**config.mk**
```make
export PLATFORM = sky130hd
export DESIGN_NAME = scan_addr_gen_flat
export DESIGN_NICKNAME = d
export VERILOG_FILES = /design/src/rtl/scan_addr_gen_if.sv /design/src/rtl/scan_addr_gen.sv /design/src/flat_wrapper.sv
export SDC_FILE = /design/constraint.sdc
export NUM_CORES = 1
export LEC_CHECK = 0
export ABC_AREA = 0
export BUFFER_PORTS_ARGS = -buffer_cell sky130_fd_sc_hd__buf_2
export CAP_MARGIN = 0
export CORE_MARGIN = 4
export CORE_UTILIZATION = 50
export CTS_BUF_LIST = sky130_fd_sc_hd__clkbuf_16
export CTS_CLUSTER_SIZE = 28
export DETAILED_ROUTE_END_ITERATION = 8
export GPL_TIMING_DRIVEN = 1
export PLACE_DENSITY_LB_ADDON = 0.2
export SYNTH_ARGS = -nofsm -noshare
export SYNTH_HDL_FRONTEND = slang
export SYNTH_SLANG_ARGS = --single-unit
```
**constraint.sdc**
```tcl
create_clock -name clk -period 3.69 [get_ports clk]
set_input_delay 0 -clock clk [delete_from_list [all_inputs] [get_ports clk]]
set_output_delay 0 -clock clk [all_outputs]
set_load 0.02 [all_outputs]
```
**src/rtl/scan_addr_gen_if.sv**
```systemverilog
`default_nettype none
// scan_addr_gen_if: control inputs and decoder-facing outputs of the scan sequencer.
// Revision: 1.0
interface scan_addr_gen_if #(
  parameter int DWELL_W = 16
) ();
  logic               run;
  logic               clr;
  logic               mode;
  logic [DWELL_W-1:0] dwell;
  logic               en;
  logic [2:0]         add;
  logic               wrap;
  logic               busy;

  modport master (output run, clr, mode, dwell, input en, add, wrap, busy);
  modport slave  (input run, clr, mode, dwell, output en, add, wrap, busy);
endinterface
`default_nettype wire

```
**src/rtl/scan_addr_gen.sv**
```systemverilog
`default_nettype none
// scan_addr_gen: steps a 3-to-8 decoder address 0..7 with programmable dwell and blanking.
// Revision: 1.0
module scan_addr_gen #(
  parameter int DWELL_W   = 16,
  parameter int BLANK_CYC = 2,
  parameter int BLANK_W   = 4
) (
  input  logic              clk,
  input  logic              rst,
  scan_addr_gen_if.slave    bus_if
);

  localparam bit                 HAS_BLANK  = (BLANK_CYC > 0);
  localparam logic [BLANK_W-1:0] BLANK_LAST = BLANK_W'((BLANK_CYC > 0) ? BLANK_CYC - 1 : 0);

  typedef enum logic [1:0] {
    IDLE  = 2'd0,
    SHOW  = 2'd1,
    BLANK = 2'd2
  } state_e;

  state_e             state_q, state_d;
  logic               en_q, en_d;
  logic [2:0]         add_q, add_d;
  logic               wrap_q, wrap_d;
  logic               dir_down_q, dir_down_d;
  logic [DWELL_W-1:0] dwell_cnt_q, dwell_cnt_d;
  logic [DWELL_W-1:0] dwell_lat_q, dwell_lat_d;
  logic [BLANK_W-1:0] blank_cnt_q, blank_cnt_d;

  logic [DWELL_W-1:0] dwell_eff;
  logic [2:0]         adv_add;
  logic               adv_dir_down;
  logic               pos_done;

  assign dwell_eff = (bus_if.dwell == '0) ? DWELL_W'(1) : bus_if.dwell;
  assign pos_done  = (dwell_cnt_q == dwell_lat_q - DWELL_W'(1));

  // Address the next position would take; ping-pong reflects at both ends.
  always_comb begin
    adv_add      = add_q + 3'd1;
    adv_dir_down = 1'b0;
    if (bus_if.mode) begin
      if (!dir_down_q && add_q == 3'd7) begin
        adv_add      = 3'd6;
        adv_dir_down = 1'b1;
      end else if (dir_down_q && add_q == 3'd0) begin
        adv_add      = 3'd1;
        adv_dir_down = 1'b0;
      end else if (dir_down_q) begin
        adv_add      = add_q - 3'd1;
        adv_dir_down = 1'b1;
      end
    end
  end

  always_comb begin
    state_d     = state_q;
    en_d        = en_q;
    add_d       = add_q;
    wrap_d      = 1'b0;
    dir_down_d  = dir_down_q;
    dwell_cnt_d = dwell_cnt_q;
    dwell_lat_d = dwell_lat_q;
    blank_cnt_d = blank_cnt_q;

    if (bus_if.clr) begin
      add_d       = 3'd0;
      dir_down_d  = 1'b0;
      dwell_cnt_d = '0;
      blank_cnt_d = '0;
      dwell_lat_d = dwell_eff;
      state_d     = bus_if.run ? SHOW : IDLE;
      en_d        = bus_if.run;
    end else begin
      case (state_q)
        IDLE: begin
          en_d = 1'b0;
          if (bus_if.run) begin
            state_d     = SHOW;
            en_d        = 1'b1;
            dwell_lat_d = dwell_eff;
            dwell_cnt_d = '0;
          end
        end
        SHOW: begin
          if (!bus_if.run) begin
            state_d     = IDLE;
            en_d        = 1'b0;
            dwell_cnt_d = '0;
            blank_cnt_d = '0;
          end else if (pos_done) begin
            add_d       = adv_add;
            dir_down_d  = adv_dir_down;
            wrap_d      = (adv_add == 3'd0);
            dwell_cnt_d = '0;
            if (HAS_BLANK) begin
              // Address moves on the same edge enable drops, so it never changes while lit.
              state_d     = BLANK;
              en_d        = 1'b0;
              blank_cnt_d = '0;
            end else begin
              en_d        = 1'b1;
              dwell_lat_d = dwell_eff;
            end
          end else begin
            dwell_cnt_d = dwell_cnt_q + DWELL_W'(1);
          end
        end
        BLANK: begin
          if (!bus_if.run) begin
            state_d     = IDLE;
            en_d        = 1'b0;
            dwell_cnt_d = '0;
            blank_cnt_d = '0;
          end else if (blank_cnt_q == BLANK_LAST) begin
            state_d     = SHOW;
            en_d        = 1'b1;
            dwell_lat_d = dwell_eff;
            dwell_cnt_d = '0;
            blank_cnt_d = '0;
          end else begin
            blank_cnt_d = blank_cnt_q + BLANK_W'(1);
          end
        end
        default: begin
          state_d = IDLE;
          en_d    = 1'b0;
        end
      endcase
    end
  end

  always_ff @(posedge clk or posedge rst) begin
    if (rst) begin
      state_q     <= IDLE;
      en_q        <= 1'b0;
      add_q       <= 3'd0;
      wrap_q      <= 1'b0;
      dir_down_q  <= 1'b0;
      dwell_cnt_q <= '0;
      dwell_lat_q <= DWELL_W'(1);
      blank_cnt_q <= '0;
    end else begin
      state_q     <= state_d;
      en_q        <= en_d;
      add_q       <= add_d;
      wrap_q      <= wrap_d;
      dir_down_q  <= dir_down_d;
      dwell_cnt_q <= dwell_cnt_d;
      dwell_lat_q <= dwell_lat_d;
      blank_cnt_q <= blank_cnt_d;
    end
  end

  assign bus_if.en   = en_q;
  assign bus_if.add  = add_q;
  assign bus_if.wrap = wrap_q;
  assign bus_if.busy = (state_q != IDLE);

endmodule
`default_nettype wire

```
**src/flat_wrapper.sv**
```systemverilog
// flat-port wrapper written by rule: the top's interface ports become plain ports
module scan_addr_gen_flat 
#(
  parameter int DWELL_W   = 16,
  parameter int BLANK_CYC = 2,
  parameter int BLANK_W   = 4
)
  (clk, rst, bus_if_run, bus_if_clr, bus_if_mode, bus_if_dwell, bus_if_en, bus_if_add, bus_if_wrap, bus_if_busy);
  scan_addr_gen_if #(.DWELL_W(DWELL_W)) bus_if_i ();
  input  logic clk;
  input  logic rst;
  input wire logic [$bits(bus_if_i.run)-1:0] bus_if_run;
  input wire logic [$bits(bus_if_i.clr)-1:0] bus_if_clr;
  input wire logic [$bits(bus_if_i.mode)-1:0] bus_if_mode;
  input wire logic [$bits(bus_if_i.dwell)-1:0] bus_if_dwell;
  output wire logic [$bits(bus_if_i.en)-1:0] bus_if_en;
  output wire logic [$bits(bus_if_i.add)-1:0] bus_if_add;
  output wire logic [$bits(bus_if_i.wrap)-1:0] bus_if_wrap;
  output wire logic [$bits(bus_if_i.busy)-1:0] bus_if_busy;
  assign bus_if_i.run = bus_if_run;
  assign bus_if_i.clr = bus_if_clr;
  assign bus_if_i.mode = bus_if_mode;
  assign bus_if_i.dwell = bus_if_dwell;
  assign bus_if_en = bus_if_i.en;
  assign bus_if_add = bus_if_i.add;
  assign bus_if_wrap = bus_if_i.wrap;
  assign bus_if_busy = bus_if_i.busy;
  scan_addr_gen #(.DWELL_W(DWELL_W), .BLANK_CYC(BLANK_CYC), .BLANK_W(BLANK_W)) u_core (.clk(clk), .rst(rst), .bus_if(bus_if_i));
endmodule
```
==> results of run 1 <==
[cell type report]
| type | count | area, µm² |
|---|---|---|
| inverters | 18 | 67.6 |
| well taps | 72 | 90.1 |
| repair buffers | 46 | 323 |
| clock inverters | 3 | 13.8 |
| clock buffers | 5 | 125 |
| multi-input cells | 239 | 1710 |
| fillers | 486 | 2180 |
| flip-flops and latches | 44 | 1100 |
[metal layers]
layer	vias up	share of wire, %	track usage [%]
met5	-	0	0
met4	0	1.3	4.46
met1	1190	48	26.7
met2	39	48	32.0
met3	7	2.8	3.14
li1	1210	-	-
[path summary, 6_finish.rpt]
kind	to	slack (ns)
max	u_core.blank_cnt_q[2]	0.31
min	u_core.bus_if.en	0.09
max reg2reg	u_core.blank_cnt_q[2]	0.31
min reg2reg	u_core.bus_if.en	0.51
max in group asynchronous	u_core.dwell_lat_q[7]	2.90
min in group asynchronous	u_core.bus_if.add[2]	0.41
[synth_stat cells (all sizes together) (2+ instances only)]
library cell	number	area, µm²
or3	3	18.8
o21a	3	22.5
nand3b	2	15.0
o21ai	14	70.1
buf	6	38.8
ha	12	150
xnor2	23	201
nand4	3	33.8
and2	2	12.5
o31ai	7	66.3
nor4	10	98.8
o31a	2	17.5
xor2	6	52.6
inv	18	67.6
nand3	14	70.1
dfrtp	43	1080
a41oi	2	17.5
nand2b	3	18.8
nand2	28	105
mux2i	4	40.0
nor2	28	113
o41ai	2	25.0
nor3	10	55.1
clkbuf	8	30.0
nor3b	2	20.0
a22oi	2	15.0
mux2	6	67.6
o22ai	8	56.3
a21oi	10	50.1
and3	5	31.3
a22o	12	105
a211oi	2	32.5
nor2b	3	18.8
[state kept, by name (all words and copies together) (netlist names)]
name                cells
u_core.state_q          2
u_core.dwell_lat_q     16
u_core.bus_if.en        1
u_core.bus_if.wrap      1
u_core.dwell_cnt_q     16
u_core.blank_cnt_q      4
u_core.dir_down_q       1
u_core.bus_if.add       3
[worst min-delay path, stage by stage]
cell	delay (ns)
buf_2	0.16
o21ai_0	0.11
o31ai_1	0.07
[power groups by stage]
| stage | Sequential [mW] | Clock, mW | Combinational (mW) |
|---|---|---|---|
| 3_5_place_dp | 0.576 | 0 | 0.270 |
| 6_report | 0.568 | 0.425 | 0.289 |
| 2_1_floorplan | 0.556 | 0 | 0.220 |
| 4_1_cts | 0.568 | 0.433 | 0.289 |
| 5_1_grt | 0.574 | 0.453 | 0.322 |
| 3_3_place_gp | 0.575 | 0 | 0.267 |
[timing repair]
action / CTS / global route
setup endpoints to repair: 1 / 0
gates resized for setup: 0 / 0
endpoints found under the hold margin: 59 / 0
hold buffers: 17 / 0
[logic make-up after synthesis]
family	after synthesis	share of synthesized area, %
adder cells (fa/ha/maj)	12	5.12
AO/OA/AOI/OAI	71	18.6
buffers and inverters	32	4.65
multiplexers	10	3.67
AND/OR/NAND/NOR	116	21.7
flip-flops	44	37.6
XOR/XNOR	29	8.66
[stage by stage]
| stage | TNS, ns | power (mW) | setup slack [ns] | hold WS [ns] |
|---|---|---|---|---|
| after floorplan | 0 | 0.776 | 0.793 | 0.0985 |
| after CTS | 0 | 1.29 | 0.302 | 0.0774 |
| after global routing | 0 | 1.35 | 0.0141 | 0.110 |
| after global placement | 0 | 0.842 | 0.112 | 0.169 |
| after detailed placement | -0.0126 | 0.846 | -0.0126 | 0.173 |
| final | 0 | 1.28 | 0.309 | 0.0935 |
[layout by cell type, fill, tap and decap left out, types with 4 or more instances in the layout]
| cell | netlist | layout |
|---|---|---|
| nor3_1 | 9 | 9 |
| xnor2_1 | 23 | 23 |
| mux2_2 | 6 | 6 |
| nand2_1 | 28 | 28 |
| and3_1 | 5 | 5 |
| nor4_1 | 7 | 7 |
| a21oi_1 | 10 | 10 |
| buf_2 | 4 | 26 |
| mux2i_1 | 4 | 4 |
| nor2_1 | 27 | 27 |
| ha_1 | 12 | 12 |
| o22ai_1 | 7 | 7 |
| dlygate4sd3_1 | 0 | 17 |
| inv_1 | 18 | 17 |
| a22o_1 | 12 | 12 |
| o31ai_1 | 6 | 6 |
| nand3_1 | 14 | 14 |
| o21ai_0 | 11 | 11 |
| xor2_1 | 6 | 6 |
| dfrtp_1 | 43 | 43 |
| clkbuf_16 | 0 | 5 |
==> summary.txt, run 1 <==
Synthesis
  – Mean Syn Cell Area: 9.34 µm²
  – Syn Std Cell Area: 2930 µm²
  – Ys flop type: dfrtp_1
  – Cells after Synth: 314
  – EDFF count, synth: 0
  – FF+latch count, synth: 44
  – Cell variety after synth: 57
  – Asr flop ratio synth: 100%
  – Part of the Yosys area used for sequential elements: 37.6%
  – YS warnings: 0
  – Post-Syn Nets: 347

Critical path
  – Worst R2R Start: u_core.dwell_lat_q[1]
  – Top delay family on crit path: simple AND/OR/NAND/NOR gates
  – Worst Path Arrival: 3.51 ns
  – Largest stage delay, worst path: 0.63 ns
  – Cells along the critical path: inv_1 > ha_1 > or4b_1 > nor3_1 > xnor2_1 > nand3_1 > nor4_4 > a211oi_2 > o31ai_1 > o21ai_0
  – Worst path depth: 10
  – CP max stage cell: or4b_1
  – Critical Path RT: 3.82 ns
  – Crit path buf inv count: 1
  – Critical path type: reg -> reg
  – R2r worst-path depth: 10
  – CP Launch Type: flop
  – Critical Path Start: u_core.dwell_lat_q[1]
  – Crit. End Element: flop
  – Crit Path Max Fanout: 10

Power and ir drop
  – Leakage: 1.44 nW
  – Net Switching: 396 µW
  – Power Dens Cells: 374 nW/µm²
  – Sw Ratio: 30.9%
  – Sequential fraction of design power: 44.3%
  – Peak VDD IR: 0.000268 V
  – Part of the power in combinational logic: 22.5%
  – Clock share of power: 33.2%
  – Pint: 887 µW

Routing
  – DRT Pass-1 Iters: 4
  – Final WL: 6540 µm
  – DR iter-0 viols: 171
  – DRC Markers: 0
  – Via count: 2446
  – Drt wl/cell: 15.3 µm
  – Post-route ant nets: 0
  – Vias per Instance: 5.73

Global routing
  – First-pass GRT wire length: 11500 µm
  – Gr usage total: 19.4%
  – Vias in the first global route: 2402
  – Total global routing overflow: 0
  – Initial antenna violation count: 0
  – Pin count of the biggest net entering global routing: 45

Placement
  – Placed cell areas: 3110 µm²
  – Placed Cells: 401
  – Buffers on Ports: 26
  – Routability congestion estimate: 0.858
  – HPWL Detailed: 4540 µm

STA
  – Max Transition Viols Final: 0
  – Max-slew headroom: 47.1%
  – Fin crit period: 3.38 ns
  – Final setup violation count: 0
  – Worst-margin pin slew: 0.791 ns
  – Maximum clock rate: 296 MHz
  – RSZ-0062 raised after global routing: false
  – Worst Skew: 0.00290 ns
  – Period utilization: 91.6%
  – Endpoints failing hold: 0

Finish
  – Layout Nets: 387
  – Fin area: 3430 µm²
  – Layout cells sized above 1: 16.6%
  – Synth-to-layout area growth: 16.9%
  – Layout Utilization: 61.2%
  – Finished Layout Cells: 427
  – Ant. Diodes: 0

Floorplan
  – Die area: 7160 µm²
  – IO Count: 27
  – DIE HEIGHT: 84.6 µm
  – Core area: 5610 µm²
  – Horiz. Die Dim: 84.6 µm
  – Starting Density: 52.3%
  – Rows: 27

Flow run
  – Max-cap violations: 0

Worst hold path
  – Worst hold path type: in -> reg
  – Start point of the worst hold path: bus_if_run
  – Number of cells on the worst hold path: 3

Clocking
  – CTS tree: yes
  – Worst-path clk slew: 0.06 ns
  – Postcts setup bufs: 0
  – Num CTS Buffers: 5
  – Later-pin clock latency in the skew report: 0.28 ns
  – Root buffer cell: clkbuf_16
  – Clk buf depth: 2
  – Num Clock Sinks: 44
  – Max H-tree Level: 2

Run status
  – Outcome: finished, final reports clean
Power figures use the tool's default switching activity.
==> run 2, diff against run 1 <==
--- a/config.mk
+++ b/config.mk
@@ -8,12 +8,12 @@
 export ABC_AREA = 0
 export BUFFER_PORTS_ARGS = -buffer_cell sky130_fd_sc_hd__buf_2
 export CAP_MARGIN = 0
-export CORE_MARGIN = 4
 export CORE_UTILIZATION = 50
 export CTS_BUF_LIST = sky130_fd_sc_hd__clkbuf_16
 export CTS_CLUSTER_SIZE = 28
 export DETAILED_ROUTE_END_ITERATION = 8
 export GPL_TIMING_DRIVEN = 1
+export MAX_ROUTING_LAYER = met4
 export PLACE_DENSITY_LB_ADDON = 0.2
 export SYNTH_ARGS = -nofsm -noshare
 export SYNTH_HDL_FRONTEND = slang
==> constraint.sdc (replaced) <==
create_clock -name clk -period 3.4 [get_ports clk]
set_input_delay 0 -clock clk [delete_from_list [all_inputs] [get_ports clk]]
set_output_delay 0 -clock clk [all_outputs]
set_load 0.02 [all_outputs]
==> run 2 against run 1 <==
Net effect:
- count of clock-buffer cells in the layout stayed put
- worst hold slack worse by 0.023 ns
- global-route usage is 3.9 points higher
- clock skew is 0.0027 ns higher
- highest routed layer unchanged
- register-to-register slack hardly changed
- die area is 14% lower
- setup slack worse by 0.010 ns
- clock power is 7.3% higher
==> summary.txt, run 2 (synthesis gave the netlist of run 1 again) <==
Run status
  – Outcome: finished, final reports clean

Finish
  – Layout cells sized above 1: 17.0% (+0.42 points)
  – Most common cell after layout, fill and taps aside: dfrtp_1
  – Finished Layout Cells: 430 (+0.70%)
  – Most frequent cells in the layout: dfrtp_1 (43), nand2_1 (28), nor2_1 (27)
  – Layout Nets: 390 (+0.78%)
  – Ant. Diodes: 0 (unchanged)
  – Biggest regs: u_core.dwell_cnt_q: 16 flops, u_core.dwell_lat_q: 16 flops, u_core.blank_cnt_q: 4 flops
  – Synth-to-layout area growth: 17.5%

Power and ir drop
  – Peak VDD IR: 0.000303 V (+13%)
  – Part of the power in combinational logic: 23.1% (+0.6 points)
  – Pint: 966 µW (+9.0%)
  – Net Switching: 426 µW (+7.6%)
  – Leakage: 1.46 nW (+1.6%)
  – Clock share of power: 32.8% (-0.4 points)
  – Sequential fraction of design power: 44.1% (-0.2 points)
  – Sw Ratio: 30.6% (-0.27 points)
  – Power Dens Cells: 404 nW/µm² (+8.0%)
  – Total power: 1.39 mW (+8.5%)

Global routing
  – Total global routing overflow: 0 (unchanged)
  – Grt met1 use: 31.2% (+4.5 points)
  – Initial antenna violation count: 0 (unchanged)
  – First-pass GRT wire length: 11000 µm (-4.2%)
  – Met2 Use GR: 37.0% (+5.0 points)
  – Vias in the first global route: 2293 (-4.5%)
  – GR met3 Demand/Resource: 3.14% (about the same)
  – Pin count of the biggest net entering global routing: 45 (unchanged)
  – Gr usage total: 23.3% (+3.9 points)
  – Most Used Layer, Global Route: met2

Critical path
  – Crit. End Element: flop
  – Cells along the critical path: inv_1 > ha_1 > or4b_4 > o311a_1 > o22ai_2 > nor4_4 > a211oi_4 > buf_4 > nand2_1 > o311ai_2
  – CP Launch Type: flop
  – Crit Path Max Fanout: 21 (+11)
  – Worst Path Arrival: 3.29 ns (-0.22 ns)
  – Largest stage delay, worst path: 0.56 ns (-0.07 ns)
  – CP max stage cell: or4b_4
  – R2r setup slk: 0.30 ns (about the same)
  – Critical path type: reg -> reg
  – Critical Path RT: 3.59 ns (-0.23 ns)

Floorplan
  – Horiz. Die Dim: 78.6 µm (-7.1%)
  – Core area: 5570 µm² (-0.60%)
  – Die area: 6180 µm² (-14%)
  – Rows: 27 (unchanged)
  – Starting Density: 52.6% (+0.32 points)
  – DIE HEIGHT: 78.6 µm (-7.1%)
  – IO Count: 27 (unchanged)

STA
  – Setup TNS: 0 ns (unchanged)
  – Endpoints failing hold: 0 (unchanged)
  – Fin crit period: 3.10 ns (-0.280 ns)
  – RSZ-0062 raised after global routing: false
  – Worst Skew: 0.00563 ns (+0.00273 ns)
  – Max Transition Viols Final: 0 (unchanged)
  – Final setup violation count: 0 (unchanged)
  – Worst-margin pin slew: 0.652 ns (-0.139 ns)
  – Max-slew headroom: 56.2% (+9.1 points)
  – Maximum clock rate: 322 MHz (+9.0%)
  – Setup WS post-layout: 0.299 ns (-0.0104 ns)
  – Period utilization: 91.2% (-0.41 points)

Placement
  – Placed Cells: 404 (+0.75%)
  – Place WS: 0.191 ns (+0.203 ns)
  – Routability congestion estimate: 0.855 (-0.37%)
  – Buffers on Ports: 26 (unchanged)
  – HPWL Detailed: 4570 µm (+0.75%)

Routing
  – Vias per Instance: 5.70 (-0.41%)
  – DRC Markers: 0 (unchanged)
  – DR iter-0 viols: 149 (-13%)
  – Post-route ant nets: 0 (unchanged)
  – Drt wl/cell: 15.0 µm (-1.8%)
  – Final WL: 6470 µm (-1.1%)
  – DRT Pass-1 Iters: 4 (unchanged)
  – Via count: 2453 (+0.29%)

Clocking
  – Clk buf depth: 2 (unchanged)
  – Worst-path clk slew: 0.06 ns (about the same)
  – Max H-tree Level: 2 (unchanged)
  – Later-pin clock latency in the skew report: 0.29 ns (about the same)
  – CTS tree: yes
  – Root buffer cell: clkbuf_16
  – Num CTS Buffers: 5 (unchanged)
  – Num Clock Sinks: 44 (unchanged)

Flow run
  – Max-cap violations: 0 (unchanged)

Worst hold path
  – Worst hold path type: in -> reg
## run 2: stage by stage
stage               area, µm²  util [%]  hold slack, ns
floorplan                2930         -          0.0985
CTS                      3440      61.7          0.0671
global route             3450      61.9          0.0932
global placement         3130      56.2           0.172
detailed placement       3130      56.2           0.172
finish                   3450      61.9          0.0701
## run 2: cell type report
type                    instances  area [µm²]
well taps                      72        90.1
flip-flops and latches         44        1100
inverters                      18        67.6
repair buffers                 50         353
multi-input cells             238        1700
clock inverters                 3        11.3
fillers                       467        2130
clock buffers                   5         125
## run 2: worst paths after layout
check                                            from                     to  cells past startpoint
worst max register to register  u_core.dwell_lat_q[1]  u_core.dwell_cnt_q[5]                     10
worst max-delay path            u_core.dwell_lat_q[1]  u_core.dwell_cnt_q[5]                     10
worst min register to register       u_core.bus_if.en       u_core.bus_if.en                      2
min in group asynchronous                         rst  u_core.dwell_lat_q[2]                      4
max in group asynchronous                         rst  u_core.dwell_cnt_q[9]                      4
worst min-delay path                       bus_if_run       u_core.bus_if.en                      3
## run 2: repair_timing
action                                 CTS  global route
gates resized for setup                  0             1
endpoints found under the hold margin   59             0
setup endpoints to repair                0            11
hold buffers                            17             0
buffers inserted                         0             1
## run 2: metal layers
layer	up-vias	routed length [µm]
li1	1216	-
met1	1177	3020
met2	53	3130
met3	7	258
met4	0	65
met5	-	0
## run 2: power by group through the flow
stage,clock [mW],combinational [mW],sequential (mW)
4_1_cts,0.464,0.320,0.612
2_1_floorplan,0,0.239,0.604
3_5_place_dp,0,0.304,0.621
6_report,0.456,0.322,0.614
5_1_grt,0.486,0.356,0.619
3_3_place_gp,0,0.301,0.620
## run 2: worst max-delay path: cells and delay by family, from the launching register on
| family | cells | cell delay [ns] |
|---|---|---|
| AND/OR/NAND/NOR | 3 | 0.86 |
| adder cells (fa/ha/maj) | 1 | 0.29 |
| AO/OA/AOI/OAI | 4 | 1.06 |
| flip-flops | 1 | 0.43 |
| buffers and inverters | 2 | 0.35 |
